==> src/rtl/adc_sample_averager.sv <==
// Windowed averager for ADC conversion results: sums 2^LOG2_AVG same-channel
// samples and presents average, minimum and maximum on a valid/ready port.
module adc_sample_averager #(
  parameter int DATA_W   = 12,
  parameter int CH_W     = 3,
  parameter int LOG2_AVG = 4
) (
  input  logic              clk,
  input  logic              rst,
  input  logic              in_valid,
  input  logic [DATA_W-1:0] in_data,
  input  logic [CH_W-1:0]   in_ch,
  input  logic              clear,
  output logic              out_valid,
  input  logic              out_ready,
  output logic [DATA_W-1:0] out_avg,
  output logic [DATA_W-1:0] out_min,
  output logic [DATA_W-1:0] out_max,
  output logic [CH_W-1:0]   out_ch,
  output logic              restart,
  output logic              overrun
);

  localparam int ACC_W = DATA_W + LOG2_AVG;
  localparam int CNT_W = LOG2_AVG + 1;
  localparam logic [CNT_W-1:0] LAST_CNT = CNT_W'((1 << LOG2_AVG) - 1);

  typedef enum logic {IDLE, ACCUM} state_t;

  state_t            state;
  logic [ACC_W-1:0]  acc;
  logic [CNT_W-1:0]  cnt;
  logic [CH_W-1:0]   cur_ch;
  logic [DATA_W-1:0] run_min;
  logic [DATA_W-1:0] run_max;

  logic [ACC_W-1:0]  sum_next;
  logic [DATA_W-1:0] min_next;
  logic [DATA_W-1:0] max_next;
  logic              same_ch;
  logic              win_done;
  logic              can_load;

  // Final window values include the completing sample itself.
  assign sum_next = acc + ACC_W'(in_data);
  assign min_next = (in_data < run_min) ? in_data : run_min;
  assign max_next = (in_data > run_max) ? in_data : run_max;
  assign same_ch  = (in_ch == cur_ch);
  assign win_done = !clear && in_valid && (state == ACCUM) && same_ch && (cnt == LAST_CNT);
  assign can_load = !out_valid || out_ready;

  always_ff @(posedge clk or posedge rst) begin
    if (rst) begin
      state     <= IDLE;
      acc       <= '0;
      cnt       <= '0;
      cur_ch    <= '0;
      run_min   <= '0;
      run_max   <= '0;
      out_valid <= 1'b0;
      out_avg   <= '0;
      out_min   <= '0;
      out_max   <= '0;
      out_ch    <= '0;
      restart   <= 1'b0;
      overrun   <= 1'b0;
    end else begin
      restart <= 1'b0;

      // A completion on the same edge as an accept replaces the result with no gap.
      if (win_done && can_load) begin
        out_valid <= 1'b1;
        out_avg   <= DATA_W'(sum_next >> LOG2_AVG);
        out_min   <= min_next;
        out_max   <= max_next;
        out_ch    <= cur_ch;
      end else if (out_valid && out_ready) begin
        out_valid <= 1'b0;
      end

      if (win_done && !can_load)
        overrun <= 1'b1;

      if (clear) begin
        state <= IDLE;
        cnt   <= '0;
      end else if (in_valid) begin
        case (state)
          IDLE: begin
            acc     <= ACC_W'(in_data);
            run_min <= in_data;
            run_max <= in_data;
            cur_ch  <= in_ch;
            cnt     <= CNT_W'(1);
            state   <= ACCUM;
          end
          ACCUM: begin
            if (!same_ch) begin
              acc     <= ACC_W'(in_data);
              run_min <= in_data;
              run_max <= in_data;
              cur_ch  <= in_ch;
              cnt     <= CNT_W'(1);
              restart <= 1'b1;
            end else if (win_done) begin
              cnt   <= '0;
              state <= IDLE;
            end else begin
              acc     <= sum_next;
              run_min <= min_next;
              run_max <= max_next;
              cnt     <= cnt + CNT_W'(1);
            end
          end
          default: state <= IDLE;
        endcase
      end
    end
  end

endmodule

==> config.mk <==
export PLATFORM = sky130hd
export DESIGN_NAME = adc_sample_averager
export DESIGN_NICKNAME = d
export VERILOG_FILES = /design/src/rtl/adc_sample_averager.sv
export SDC_FILE = /design/constraint.sdc
export NUM_CORES = 1
export LEC_CHECK = 0
export ABC_AREA = 1
export BUFFER_PORTS_ARGS = -buffer_cell sky130_fd_sc_hd__buf_2
export CAP_MARGIN = 25
export CORE_UTILIZATION = 35
export DETAILED_ROUTE_END_ITERATION = 12
export HOLD_SLACK_MARGIN = 0.06
export PLACE_DENSITY = 0.56
export SYNTH_ARGS = -nofsm -noshare
export SYNTH_HDL_FRONTEND = slang
export SYNTH_SLANG_ARGS = --single-unit
==> constraint.sdc <==
create_clock -name clk -period 3.25 [get_ports clk]
set_clock_uncertainty 0.2 [all_clocks]
set_input_delay 0.325 -clock clk [delete_from_list [all_inputs] [get_ports clk]]
set_output_delay 0.325 -clock clk [all_outputs]
set_load 0.02 [all_outputs]
Word level (Yosys, flattened, before mapping). Index checks and enable logic that the tools add are counted.

Register bits after elaboration: 91. Bits in latches: 0. Bits in writable memories: 0. Bits in read-only memories: 0. Bits of input ports: 20. Output and inout port bits: 42. Word-level logic and storage cells: 67. Memories kept: 0.

Add/subtract/negate cells: 2. $mul: 0. Div/mod/pow operators: 0. Order comparisons: 2. Eq/ne operators: 4. Shift operators: 0. Multiplexer cells: 29. Bitwise logic cells: 2. Reduce and logical (&&, ||, !) cells: 15.

Operator list (count): $mux 12 (6); $pmux 12 s2 (2); $mux 16 (2); $pmux 16 s2 (1); $mux 5 (4); $add 16x12->16 (1); $gt 12x12->1 (1); $lt 12x12->1 (1); $mux 1 (10); $pmux 5 s2 (1); $logic_and 1x1->1 (7); $pmux 3 s2 (1); $reduce_and 3->1 (2); $add 5x1->5 const B (1); $eq 5x4->1 const B (1); $reduce_bool 2->1 (2); $eq 3x3->1 (1); $logic_not 1->1 (3); $mux 3 (1); $ne 3x3->1 const B (1); $ne 2x2->1 const B (1); $not 1->1 (2); $pmux 1 s2 (1); $logic_or 1x1->1 (1).

Depth between registers and ports, before layout. Gate-level depths: netlist (run 1).

Word-level depth: 10. Mapped depth: 14. Gate-level depth less buffers: 13.

Worst setup path after synthesis (run 1). Ideal clock, no wire load.

Kind: register -> register. Start: reg run_max[11]. End: reg run_max[10]. Setup time: 0.122 ns. Arrival time: 1.741 ns. Data required time: 2.928 ns. Setup slack: 1.188 ns. Cell stages (with the launch flop): 14. Path buffers: 1. Period minus slack after synthesis: 2.062 ns. Cells stage by stage: dfrtp_1 inv_1 ha_1 nand2_1 inv_1 nand2_1 inv_1 nand2_1 nand3_1 nand2_1 clkbuf_1 nand2_1 nand3_1 a21oi_1.

Longest elaborated chain between the ends: 5.

Ends and longest elaborated chain: start, declared (RTL line 35) `logic [DATA_W-1:0] run_max;`; start signal, assigned (RTL line 92) `run_max <= in_data;`; start signal, assigned (RTL line 101) `run_max <= in_data;`; start signal, assigned (RTL line 111) `run_max <= max_next;`; $gt 12x12->1 (RTL line 47) `assign max_next = (in_data > run_max) ? in_data : run_max;`; $mux 12 (RTL line 47); $mux 12 (RTL line 105) `end else if (win_done) begin`; $mux 12 (RTL line 98) `if (!same_ch) begin`; $pmux 12 s2 (RTL line 88) `case (state)`.

Every way passes these cells. The select of a mux whose other input is x is not followed. A chain may end at the register's enable or synchronous reset.

Final worst setup path (run 1).
Start: reg run_min[9]. End: reg out_min[0].

Longest elaborated chain between the ends: 2.

Ends and longest elaborated chain: start, declared (RTL line 34) `logic [DATA_W-1:0] run_min;`; start signal, assigned (RTL line 91) `run_min <= in_data;`; start signal, assigned (RTL line 100) `run_min <= in_data;`; start signal, assigned (RTL line 110) `run_min <= min_next;`; $lt 12x12->1 (RTL line 46) `assign min_next = (in_data < run_min) ? in_data : run_min;`; $mux 12 (RTL line 46); end signal, assigned (RTL line 74) `out_min <= min_next;`; end, declared (RTL line 17) `output logic [DATA_W-1:0] out_min,`.

Every way passes these cells.

==> impl_metrics.toml, run 1 <==
[run_status]
run_status = "completed"

[setup_path]
critPathMostFrequentCell = "sky130_fd_sc_hd__o21ai_0"
critPathRequiredTime_ns = 3.28
worst-setup-path-type = "reg2reg"
critical_path.startpoint_type = "register"
crit_chain = "inv_1, ha_1, a21oi_1, o21ai_0, nor2_1, nand2_1, buf_4, o21ai_0, o21ai_1"
critical_path_peak_fanout = 24
worstPathArrival_ns = 2.61
end_kind = "register"
timing.critical_path.slowest_cell_delay_ns = 0.39
cp_slowest_cell = "sky130_fd_sc_hd__dfrtp_1"

[drt]
num_vias = 4811
final_antenna_net_count = 0
totalWireLength_um = 14000
detailedRoute.firstPassIterationCount = 7
routed_via_density = 5.05
drt_iter0_markers = 372
drc = 0
wl_per_cell_um = 14.7

[global_routing]
grt_start_max_net_pins = 41
wire_length_of_the_first_global_routing_pass_um = 23400
grt_antenna_before_repair = 1
grt_pass1_vias = 4762
gr-total-overflow = 0
gr-usage-all-layers_pct = 18.9

[timing]
setup_violation_total_in_the_final_timing_report = 0
worst_slew_pin_slew_ns = 0.781
post_route_worst_hold_slack_ns = 0.0723
final_critical_path_setup_slack_ns = 0.674
hold_viol = 0
setup_total_negative_slack_ns = 0
fin_crit_ns = 2.58
rsz_0062_raised_after_global_routing = "false"
max_freq_mhz = 388
fin_crit_sh_pct = 79.3
timing.max_slew.rel_slack_pct = 47.9
slew_viol_final = 0

[floorplan]
die_outline_width_um = 126
site_rows = 44
floorplan.die_area_um2 = 15800
die-height_um = 126
initial_utilization_pct = 36.4
core_area_um2 = 14800
io_pins = 62

[pwr]
static-leakage-power_nw = 3.41
power.density_nw_per_um2 = 498
peakVddDrop_mv = 0.242

[yosys]
yosysUniqueCellTypes = 30
number_of_nets_in_the_synthesized_netlist = 757
mappedNetlistArea_um2 = 5370
synthesis.instances = 700
post_synth.cell_area_avg_um2 = 7.67
yosysWarningCount = 0
yosys_register_bits = 91
seq_area_frac_synth_pct = 42.4

[finish]
synthToLayoutAreaGrowth_pct = 15.7
finish.cell_count_without_fillers = 953
layout_cells_sized_above_1_pct = 12.6
num_antenna_cells = 0
final_nets = 822

[clocking]
tritoncts = "yes"
worstSkewPairLatency_ns = 0.35
tritoncts.num_buffers = 9
clk_transition_reported_paths_ns = 0.06
clock_tree_sinks = 91
clock-root-buffer = "sky130_fd_sc_hd__clkbuf_16"
post_cts_resized = 0
cts_max_level = 3
cts_buffer_depth = 2

[run]
max_cap_viol_count = 0

[placed_design]
placed_cells_incl_taps = 934
gp_weighted_congestion = 0.894
port_buffers = 61
place.detailed.hpwl_um = 10500
place_worst_setup_slack_ns = 0.563

[min_path]
min_path_type = "in2reg"
## kinds of logic (layout without fill, tap and decap cells)
logic type | after synthesis | after routing | synth area share (%)
AND/OR/NAND/NOR | 335 | 335 | 26.2
AO/OA/AOI/OAI | 124 | 124 | 12.8
adder cells (fa/ha/maj) | 37 | 37 | 8.76
XOR/XNOR | 12 | 12 | 1.96
flip-flops | 91 | 91 | 42.4
buffers and inverters | 101 | 170 | 7.95
## critical path, delay by kind of cell (launching register included)
family / cells / cell delay (ns)
compound gates: 4 / 0.62
fa+ha+maj: 1 / 0.24
simple gates: 2 / 0.63
buf+inv: 2 / 0.38
flops: 1 / 0.39
## synthesized netlist by cell type
library cell | count | area (um^2)
sky130_fd_sc_hd__nand2_1 | 214 | 803
sky130_fd_sc_hd__dfrtp_1 | 91 | 2280
sky130_fd_sc_hd__inv_1 | 77 | 289
sky130_fd_sc_hd__nand3_1 | 61 | 305
sky130_fd_sc_hd__a21oi_1 | 55 | 275
sky130_fd_sc_hd__nor2_1 | 43 | 161
sky130_fd_sc_hd__ha_1 | 36 | 450
sky130_fd_sc_hd__o21ai_0 | 27 | 135
sky130_fd_sc_hd__o211ai_1 | 17 | 128
sky130_fd_sc_hd__o21ai_1 | 17 | 85.1
sky130_fd_sc_hd__xor2_1 | 10 | 87.6
sky130_fd_sc_hd__buf_2 | 8 | 40.0
sky130_fd_sc_hd__clkbuf_1 | 5 | 18.8
sky130_fd_sc_hd__buf_4 | 4 | 30.0
sky130_fd_sc_hd__inv_2 | 4 | 15.0
sky130_fd_sc_hd__nand4_1 | 4 | 25.0
sky130_fd_sc_hd__nor2_4 | 4 | 45.0
sky130_fd_sc_hd__a21o_1 | 3 | 22.5
sky130_fd_sc_hd__buf_6 | 3 | 33.8
sky130_fd_sc_hd__nand3b_1 | 3 | 22.5
sky130_fd_sc_hd__a21boi_0 | 2 | 15.0
sky130_fd_sc_hd__nor2_2 | 2 | 12.5
sky130_fd_sc_hd__o21bai_1 | 2 | 15.0
sky130_fd_sc_hd__xnor2_1 | 2 | 17.5
sky130_fd_sc_hd__a22o_1 | 1 | 8.76
sky130_fd_sc_hd__and2_1 | 1 | 6.26
sky130_fd_sc_hd__fa_1 | 1 | 20.0
sky130_fd_sc_hd__nand2_4 | 1 | 11.3
sky130_fd_sc_hd__nor3_1 | 1 | 5.00
sky130_fd_sc_hd__or2_2 | 1 | 6.26
## layout by cell type, fill, tap and decap left out, types with 2 or more instances in the layout
cell type                       instances
sky130_fd_sc_hd__clkbuf_16              9
sky130_fd_sc_hd__clkinv_2               2
sky130_fd_sc_hd__nand4_1                4
sky130_fd_sc_hd__a21oi_1               55
sky130_fd_sc_hd__nor2_1                43
sky130_fd_sc_hd__nand2_1              214
sky130_fd_sc_hd__nand3b_1               3
sky130_fd_sc_hd__buf_12                 2
sky130_fd_sc_hd__o211ai_1              17
sky130_fd_sc_hd__inv_2                  4
sky130_fd_sc_hd__a21o_1                 3
sky130_fd_sc_hd__o21bai_1               2
sky130_fd_sc_hd__buf_4                  7
sky130_fd_sc_hd__ha_1                  36
sky130_fd_sc_hd__a21boi_0               2
sky130_fd_sc_hd__buf_2                 61
sky130_fd_sc_hd__xnor2_1                2
sky130_fd_sc_hd__xor2_1                10
sky130_fd_sc_hd__nor2_4                 4
sky130_fd_sc_hd__o21ai_0               27
sky130_fd_sc_hd__dfrtp_1               91
sky130_fd_sc_hd__dlygate4sd3_1          4
sky130_fd_sc_hd__nor2_2                 2
sky130_fd_sc_hd__nand3_1               61
sky130_fd_sc_hd__o21ai_1               17
sky130_fd_sc_hd__inv_1                 76
## layer usage
| metal | GRT usage [%] | wire [um] | vias to the layer above |
|---|---|---|---|
| met2 | 32.3 | 6860 | 102 |
| li1 | - | - | 2406 |
| met1 | 23.4 | 6250 | 2285 |
| met5 | 0 | 0 | - |
| met3 | 4.72 | 583 | 18 |
| met4 | 6.17 | 300 | 0 |
## where the power goes
group	switching (mW)	total, mW	internal [mW]
Sequential	0.0483	1.26	1.21
Clock	0.444	1.06	0.613
Combinational	0.524	0.775	0.251
Total	1.02	3.09	2.08
## final timing paths
check	from	to	slack [ns]	depth (start not counted)
setup / recovery	run_min[9]$_DFFE_PP0P_	out_min[0]$_DFFE_PP0P_	0.67	9
hold / removal	out_ready	out_valid$_DFFE_PP0P_	0.07	4
setup reg to reg	run_min[9]$_DFFE_PP0P_	out_min[0]$_DFFE_PP0P_	0.67	9
hold reg to reg	out_avg[4]$_DFFE_PP0P_	out_avg[4]$_DFFE_PP0P_	0.27	2
max in group asynchronous	rst	out_min[7]$_DFFE_PP0P_	1.69	4
min in group asynchronous	rst	out_avg[10]$_DFFE_PP0P_	0.43	3
## registers in the layout (all words and copies together) (netlist names)
| register | cells |
|---|---|
| acc | 16 |
| cnt | 5 |
| cur_ch | 3 |
| out_avg | 12 |
| out_ch | 3 |
| out_max | 12 |
| out_min | 12 |
| out_valid | 1 |
| overrun | 1 |
| restart | 1 |
| run_max | 12 |
| run_min | 12 |
| state | 1 |
## per-stage QoR
step / power [mW] / instance area, um^2 / utilization [%]
finish: 3.09 / 6210 / 42.1
global route: 3.29 / 6210 / 42.1
CTS: 3.13 / 6210 / 42.1
detailed placement: 2.05 / 5870 / 39.8
global placement: 2.03 / 5870 / 39.8
floorplan: 1.82 / 5370 / -
## timing repair
item,in CTS,in global routing
setup buffers,0,0
hold endpoints to repair,41,0
hold buffers,4,0
## layout make-up
class                   instances  area (um^2)
fillers                      1556         8550
clock buffers                  11          243
flip-flops and latches         91         2280
multi-input cells             508         2660
well taps                     184          230
clock inverters                 4         51.3
inverters                      81          305
repair buffers                 74          438
(Power assumes the default switching activity.)
==> run 2: changes to the inputs <==
Settings changed: PLACE_DENSITY 0.56 to 0.58.
Clock period 3.25 ns to 2.3 ns, I/O delays scaled along.
==> run 2 against run 1 <==
Net effect:
- sequential cell count unchanged
- clock power rose by 40%
- non-clock buffer count grew 28
- total power increased by 46%
- sequential power rose by 41%
- global-route usage fell by 0.24 points
- cell area is 5.6% higher
- count of clock-buffer cells in the layout unchanged
- via count down 0.29%
- core utilization up 2.4 points
- critical path type is now in2reg
- largest power group unchanged
==> impl_metrics.toml, run 2 (synthesis gave the netlist of run 1 again) <==
[placed_design]
port_buffers = 61
gp_weighted_congestion = 0.874
dpl-instance-area_um2 = 5990
place.detailed.hpwl_um = 10400
place_worst_setup_slack_ns = 0.0624

[drt]
final_antenna_net_count = 0
detailedRoute.firstPassIterationCount = 5
wl_per_cell_um = 14.6
num_vias = 4797
totalWireLength_um = 14300
drt_iter0_markers = 291
routed_via_density = 4.89
drc = 0

[finish]
largest_register = "acc"
most_used_cells_in_the_layout_excluding_fill_and_tap_cells = "sky130_fd_sc_hd__nand2_1 (208), sky130_fd_sc_hd__dfrtp_1 (91), sky130_fd_sc_hd__inv_1 (75)"
number_of_flip_flops_under_the_largest_register_name = 16
final_nets = 850
final_common_cell = "sky130_fd_sc_hd__nand2_1"
layout_cells_sized_above_1_pct = 16.7
synthToLayoutAreaGrowth_pct = 22.2
num_antenna_cells = 0
final_design_area_no_fill_um2 = 6560
multiInputGateArea_um2 = 2720
sequential_cell_area_um2 = 2280
fill_cells = 1540

[setup_path]
critical_path_peak_fanout = 10
ff2ff_setup_slack_ns = 0.17
r2r-start = "run_min[7]$_DFFE_PP0P_"
timing.critical_path.slowest_cell_delay_ns = 0.55
worst-setup-path-type = "in2reg"
worst-r2r-cell-count = 11
critPathRequiredTime_ns = 2.33
end_kind = "register"
crit_chain = "dlygate4sd3_1, buf_4, ha_1, nand4_1, nor2_2, nand2_2, nand2_2, buf_6, nand2_1, o21ai_0, o21ai_1"
worstReg2RegEnd = "out_min[0]$_DFFE_PP0P_"
critPathMostFrequentCell = "sky130_fd_sc_hd__nand2_2"
cp_slowest_cell = "sky130_fd_sc_hd__dlygate4sd3_1"
critical_path.startpoint_type = "input pin"
worstPathArrival_ns = 2.22
critical_path.n_buffers_inverters = 3
largest_delay_contributor_family_on_the_critical_path = "buffers and inverters"

[run]
max_cap_viol_count = 0

[timing]
timing.max_slew.rel_slack_pct = 63.7
hold_viol = 0
max_freq_mhz = 456
setup_violation_total_in_the_final_timing_report = 0
worst_slew_pin_slew_ns = 0.543
fin_crit_sh_pct = 95.3
final_critical_path_setup_slack_ns = 0.109
fin_crit_ns = 2.19
slew_viol_final = 0

[clocking]
cts_max_level = 3
clk_transition_reported_paths_ns = 0.06
clock-root-buffer = "sky130_fd_sc_hd__clkbuf_16"
cts_buffer_depth = 2
tritoncts = "yes"
clock_tree_sinks = 91
tritoncts.num_buffers = 9
worstSkewPairLatency_ns = 0.36

[floorplan]
initial_utilization_pct = 36.4
floorplan.die_area_um2 = 15800
die_outline_width_um = 126
die-height_um = 126
site_rows = 44
io_pins = 62
core_area_um2 = 14800

[pwr]
power_mw = 4.52
peakVddDrop_mv = 0.400
power.density_nw_per_um2 = 689
static-leakage-power_nw = 3.55

[global_routing]
grt_antenna_before_repair = 0
gr-usage-all-layers_pct = 18.7
gr-total-overflow = 0
grt_start_max_net_pins = 39
grt_pass1_vias = 4561
wire_length_of_the_first_global_routing_pass_um = 23100

[min_path]
hold-path-endpoint = "out_max[0]$_DFFE_PP0P_"
hp-start = "in_data[0]"
min_path_type = "in2reg"
worst_hold_path.num_cells = 3

[run_status]
run_status = "completed"
[run 2: how the worst max path moves through the flow]
stage / to / from / cells after the start
2_1_floorplan: run_max[2]$_DFFE_PP0P_ / run_max[11]$_DFFE_PP0P_ / 13
6_report: out_min[0]$_DFFE_PP0P_ / in_data[8] / 11
3_3_place_gp: acc[14]$_DFFE_PP0P_ / in_data[0] / 10
5_1_grt: run_max[11]$_DFFE_PP0P_ / in_data[8] / 14
4_1_cts: out_max[0]$_DFFE_PP0P_ / in_data[8] / 13
3_5_place_dp: acc[14]$_DFFE_PP0P_ / in_data[0] / 10
[run 2: stage by stage]
step	util [%]	std cells	TNS (ns)	hold slack [ns]
3_3_place_gp	40.6	946	0	0.113
4_1_cts	43.3	972	0	0.0677
2_1_floorplan	-	700	0	0.175
6_report	44.4	980	0	0.0610
5_1_grt	44.4	980	-0.0224	0.0762
3_5_place_dp	40.6	946	0	0.111
[run 2: layout make-up]
class,count,area share (%)
multi-input combinational,508,41.5
clock inverter,3,0.611
inverter,81,4.75
tap,184,3.51
clock buffer,11,3.70
timing repair buffer,102,11.2
sequential,91,34.7
[run 2: power by group]
| group | switching, mW | internal [mW] | total [mW] |
|---|---|---|---|
| Sequential | 0.0674 | 1.71 | 1.78 |
| Clock | 0.623 | 0.857 | 1.48 |
| Combinational | 0.784 | 0.473 | 1.26 |
[run 2: tightest hold or removal path, stage by stage]
cell	delay, ns
sky130_fd_sc_hd__buf_2	0.15
sky130_fd_sc_hd__o21ai_2	0.09
sky130_fd_sc_hd__o21ai_1	0.10
[run 2: routing by layer]
layer | up-vias | wire, um | GRT usage, %
met2 | 69 | 6990 | 31.7
met3 | 11 | 461 | 3.78
li1 | 2473 | - | -
met4 | 0 | 142 | 5.46
met1 | 2244 | 6750 | 24.0
met5 | - | 0 | 0
[run 2: timing repair]
item	4_1_cts	5_1_grt
hold buffers	12	0
endpoints found under the hold margin	37	0
resized for setup	0	27
buffers inserted	0	5
endpoints found under the setup margin	0	63
